### src/rtl/mdu_hilo.sv
// Multi-cycle MULT/MULTU/DIV/DIVU unit: one-cycle multiply, WIDTH-iteration restoring divide.
// Latency: mul and divide-by-zero done at accept+2, divide done at accept+WIDTH+1; stalls the pipe while busy.
module mdu_hilo #(
    parameter int              WIDTH        = 32,
    parameter int              OP_W         = 8,
    parameter logic [OP_W-1:0] EXE_MULT_OP  = OP_W'(8'h18),
    parameter logic [OP_W-1:0] EXE_MULTU_OP = OP_W'(8'h19),
    parameter logic [OP_W-1:0] EXE_DIV_OP   = OP_W'(8'h1A),
    parameter logic [OP_W-1:0] EXE_DIVU_OP  = OP_W'(8'h1B)
) (
    input  logic             clk,
    input  logic             resetn,
    input  logic             start,
    input  logic [OP_W-1:0]  alucontrol,
    input  logic [WIDTH-1:0] a,
    input  logic [WIDTH-1:0] b,
    input  logic             annul,
    output logic             stall,
    output logic             done,
    output logic [WIDTH-1:0] hi,
    output logic [WIDTH-1:0] lo
);
    localparam int CW = $clog2(WIDTH);

    typedef enum logic [1:0] {IDLE, MUL, DIV, DONE} state_t;

    state_t           state;
    logic [WIDTH-1:0] op_a, op_b, rem, quo, dvs;
    logic             sgn, dbz, neg_q, neg_r;
    logic [CW-1:0]    cnt;

    logic             is_mul, is_div, is_signed, mdu_op, accept;
    logic [WIDTH-1:0] abs_a, abs_b;
    logic [2*WIDTH-1:0] ext_a, ext_b, prod;
    logic [WIDTH:0]   shifted, diff;
    logic [WIDTH-1:0] rem_n, quo_n;

    always_comb begin
        is_mul    = (alucontrol == EXE_MULT_OP) || (alucontrol == EXE_MULTU_OP);
        is_div    = (alucontrol == EXE_DIV_OP)  || (alucontrol == EXE_DIVU_OP);
        is_signed = (alucontrol == EXE_MULT_OP) || (alucontrol == EXE_DIV_OP);
        mdu_op    = start && (is_mul || is_div);
        accept    = (state == IDLE) && mdu_op && !annul;
        stall     = accept || (state == MUL) || (state == DIV);
        abs_a     = (is_signed && a[WIDTH-1]) ? -a : a;
        abs_b     = (is_signed && b[WIDTH-1]) ? -b : b;
    end

    // Sign-extend to 2*WIDTH so the truncated product is correct for both signednesses.
    always_comb begin
        ext_a = sgn ? {{WIDTH{op_a[WIDTH-1]}}, op_a} : {{WIDTH{1'b0}}, op_a};
        ext_b = sgn ? {{WIDTH{op_b[WIDTH-1]}}, op_b} : {{WIDTH{1'b0}}, op_b};
        prod  = ext_a * ext_b;
    end

    // One restoring step: shift in the next dividend bit, subtract if it fits.
    always_comb begin
        shifted = {rem, quo[WIDTH-1]};
        diff    = shifted - {1'b0, dvs};
        if (!diff[WIDTH]) begin
            rem_n = diff[WIDTH-1:0];
            quo_n = {quo[WIDTH-2:0], 1'b1};
        end else begin
            rem_n = shifted[WIDTH-1:0];
            quo_n = {quo[WIDTH-2:0], 1'b0};
        end
    end

    always_ff @(posedge clk or negedge resetn) begin
        if (!resetn) begin
            state <= IDLE;
            done  <= 1'b0;
            hi    <= '0;
            lo    <= '0;
            op_a  <= '0;
            op_b  <= '0;
            rem   <= '0;
            quo   <= '0;
            dvs   <= '0;
            sgn   <= 1'b0;
            dbz   <= 1'b0;
            neg_q <= 1'b0;
            neg_r <= 1'b0;
            cnt   <= '0;
        end else begin
            done <= 1'b0;
            if (annul) begin
                state <= IDLE;
            end else begin
                case (state)
                    IDLE: if (accept) begin
                        op_a  <= a;
                        op_b  <= b;
                        sgn   <= is_signed;
                        dbz   <= is_div && (b == '0);
                        neg_q <= is_signed && (a[WIDTH-1] ^ b[WIDTH-1]);
                        neg_r <= is_signed && a[WIDTH-1];
                        rem   <= '0;
                        quo   <= abs_a;
                        dvs   <= abs_b;
                        cnt   <= '0;
                        // Divide-by-zero borrows the one-cycle MUL slot so it matches multiply latency.
                        state <= (is_div && (b != '0)) ? DIV : MUL;
                    end
                    MUL: begin
                        if (dbz) begin
                            hi <= op_a;
                            lo <= '1;
                        end else begin
                            {hi, lo} <= prod;
                        end
                        done  <= 1'b1;
                        state <= DONE;
                    end
                    DIV: begin
                        rem <= rem_n;
                        quo <= quo_n;
                        cnt <= cnt + 1'b1;
                        if (cnt == CW'(WIDTH-1)) begin
                            hi    <= neg_r ? -rem_n : rem_n;
                            lo    <= neg_q ? -quo_n : quo_n;
                            done  <= 1'b1;
                            state <= DONE;
                        end
                    end
                    DONE: state <= IDLE;
                    default: state <= IDLE;
                endcase
            end
        end
    end
endmodule

### config.mk
export PLATFORM = sky130hd
export DESIGN_NAME = mdu_hilo
export DESIGN_NICKNAME = d
export VERILOG_FILES = /design/src/rtl/mdu_hilo.sv
export SDC_FILE = /design/constraint.sdc
export NUM_CORES = 2
export LEC_CHECK = 0
export CORE_MARGIN = 4
export CORE_UTILIZATION = 50
export DETAILED_ROUTE_END_ITERATION = 12
export GPL_TIMING_DRIVEN = 0
export HOLD_SLACK_MARGIN = 0.06
export PLACE_DENSITY = 0.69
export SYNTH_ARGS = -nofsm -noshare
export SYNTH_HDL_FRONTEND = slang
export SYNTH_SLANG_ARGS = --single-unit
export TNS_END_PERCENT = 5
### constraint.sdc
create_clock -name clk -period 9.4 [get_ports clk]
set_input_delay 2.35 -clock clk [delete_from_list [all_inputs] [get_ports clk]]
set_output_delay 2.35 -clock clk [all_outputs]
set_load 0.005 [all_outputs]
==> reports/qor.csv <==
metric,value,unit
Post-layout nets,8929,
dpl hpwl,208,mm
post-synthesis register bit count,235,
via count of the first global-routing pass,53152,
power density normalized to cell area,121,mW/mm²
status,"complete, but fails checks",
standard cell core area,0.124,mm²
"wirelength, routed",248,mm
delay of the slowest cell on the worst path,620,ps
drt via density,5.88,
standard-cell rows,129,
combinational family with the most area after synthesis,adder cells,
routed len/inst,28.4,µm
"leading cell types in the layout, fill and taps excluded","inv_1, fa_1, nand2_1",
"Req. time, crit path",9820,ps
synthesis warning total,0,
"share of synthesized cell area in full adder, half adder and majority cells",0.523,
area share of xor/xnor cells in the synthesized design,0.0322,
largest net degree at the start of global routing,112,
overall routing resource usage,0.381,
number of distinct library cell variants in the gate-level netlist after synthesis,95,
CTS tree,built,
Iteration-0 DRC Markers,6065,
residual overflow from global routing,0,
number of antenna violations at the first check in global routing,32,
I/O pin total,142,
area of the die,0.131,mm²
CTS Root Buffer Type,clkbuf_16,
Setup crit end kind,register,
post-synthesis to final-layout area growth,10.4,%
post-route setup slack,-123,ps
per-instance average area after synthesis,9.13,µm²
multiplexer area fraction after synthesis,0.00700,
compound-gate portion of the synthesized area,0.0817,
max-capacitance violation count,0,
final number of setup-violating endpoints,11,
"CTS clk-pin slew, worst paths",60,ps
violated checks,setup timing,
count of TritonRoute iterations in the first routing pass,9,
GPL Wtd Cong,1.03,
I/O Buffers,140,
number of pins exceeding their max-slew limit in the final report,0,
share of async-settable or async-resettable flops after synthesis,1.00,
Post-synth top flop,dfrtp_1,
unrepaired setup endpoints after global routing,yes,
most frequent CP cell,fa_1,
critical setup path kind,register to register,
"Cell Count, Final, Fillers Out",8760,
path type of the worst min-delay path,register to register,
Post-Syn Instances,6877,
clock tree sinks,235,
clock latency on the worst-skew pair,610,ps
reported leakage power,35.2,nW
Max Buffers Root-to-Sink,3,
worst setup skew after layout,45.0,ps
Die Span X,362,µm
portion of the clock cycle consumed by the worst path in the final layout,1.01,
total count of hold-check failures in the final report,0,
depth of the CTS H-tree,1,
"Power, Total",0.00841,W
startpoint class of the critical path,register,
overall die height,362,µm
Worst path slowest cell,fa_2,
slew at the pin closest to its max-slew limit,1400,ps
maximum clock rate,105,MHz
number of flops mapped to enable cells by yosys,0,
relative slew slack,0.0565,
number of instances in the placed design,8657,
Initial Util,0.506,
drc violations,0,
# hold bufs at CTS,0,
highest ir drop seen on vdd,187,µV
minimum period implied by the final worst setup slack,9520,ps
sequential fraction of the synthesis area,0.0937,
most common library cell in the layout ignoring fill and taps,inv_1,
post-synthesis cell area,0.0628,mm²
maximum fanout encountered on the critical timing path,11,
layout cell share with drive strength beyond 1,0.0775,
routed via count,51466,
Post-Synth Simple-Gate Area,0.147,
endpoint arrival time on the critical path,9940,ps
Antenna Violating Nets Remaining,0,
wire length of the first global-routing pass,360,mm
number of CTS-inserted buffers,29,
number of nets in the synthesized netlist,8722,
==> metal layers <==
layer	vias to the layer above	GRT usage	wire length (µm)
met5	-	0.00472	267
met4	16	0.253	21700
met3	750	0.0865	27600
met2	3080	0.576	108000
met1	26509	0.494	90600
li1	21111	-	-
==> synth_stat cells, drive strengths merged (14+ instances only) <==
cell type | instances | area share
nand3 | 27 | 0.0022
a21oi | 150 | 0.012
a221oi | 22 | 0.0031
and2 | 586 | 0.058
o21bai | 17 | 0.0020
nor3 | 48 | 0.0039
ha | 349 | 0.070
o21a | 16 | 0.0019
nor2 | 129 | 0.0078
o21ai | 259 | 0.021
fa | 1420 | 0.45
inv | 1579 | 0.094
a22oi | 46 | 0.0057
xor2 | 93 | 0.013
dfrtp | 235 | 0.094
buf | 26 | 0.0018
nor4 | 14 | 0.0014
or3 | 16 | 0.0016
nand4 | 15 | 0.0015
or4 | 14 | 0.0017
o211ai | 18 | 0.0023
xnor2 | 138 | 0.019
and3 | 42 | 0.0042
nand2 | 894 | 0.053
clkbuf | 324 | 0.019
nand2b | 32 | 0.0032
mux2i | 36 | 0.0057
o41ai | 16 | 0.0028
nor2b | 15 | 0.0015
o31ai | 30 | 0.0037
a31oi | 28 | 0.0028
a21o | 74 | 0.0088
==> flip-flops by register name, summed over array words and instances, names as in the netlist, 2 cells and up <==
signal,count
hi,32
lo,32
op_a,32
op_b,32
quo,32
rem,32
dvs,31
cnt,5
state,2
==> critical path: cells and delay by family (launching register included) <==
kind,cells,cell delay (ps)
xor+xnor,1,140
compound gates,9,2140
simple gates,1,100
buf+inv,10,1320
flops,1,580
fa+ha+maj,11,5020
==> worst paths after layout <==
check	slack, ps	end	cells after the start	from
setup / recovery	-120	hi[27]	32	op_a[5]
hold / removal	480	lo[16]	1	lo[16]
setup reg to reg	-120	hi[27]	32	op_a[5]
hold reg to reg	480	lo[16]	1	lo[16]
max in group asynchronous	6370	op_a[15]	3	resetn
min in group asynchronous	1700	rem[6]	1	resetn
==> final cells by class <==
class	count	area, µm²
antenna	16	40.0
buffer	317	2120
clock buffer	40	847
clock inverter	14	144
fill	11287	54800
inverter	1581	5940
multi-input combinational	4711	50200
sequential	235	5990
tap	1637	2050
timing repair buffer	209	2000
==> power breakdown <==
group / internal [W] / switching [W]
Combinational: 0.00200 / 0.00354
Sequential: 0.00126 / 0.000405
Clock: 0.000686 / 0.000511
==> logic make-up (layout without fill, tap and decap cells) <==
logic type	count (synthesis)	in the layout
fa+ha+maj	1771	1771
xor+xnor	231	231
compound gates	786	786
other cells	0	16
buf+inv	1931	2161
mux	43	43
simple gates	1880	1880
flops	235	235
==> through the flow <==
step / hold WS (ps) / setup slack (ps) / utilization / setup TNS (ps) / area, µm²
after floorplan: 450 / 48.5 / - / 0 / 62800
after global placement: 463 / -4460 / 0.534 / -1112150 / 66200
after detailed placement: 467 / -2950 / 0.534 / -73490 / 66300
after CTS: 483 / -98.5 / 0.552 / -399 / 68500
after global routing: 502 / -278 / 0.558 / -3010 / 69300
final: 480 / -123 / 0.559 / -667 / 69300
==> repair_timing <==
| item | 4_1_cts | 5_1_grt |
|---|---|---|
| resized for setup | 490 | 252 |
| pin swaps | 20 | 45 |
| hold endpoints to repair | 0 | 0 |
| gates cloned | 0 | 0 |
| buffers inserted | 21 | 45 |
| endpoints found under the setup margin | 44 | 30 |
Power figures use the tool's default switching activity.
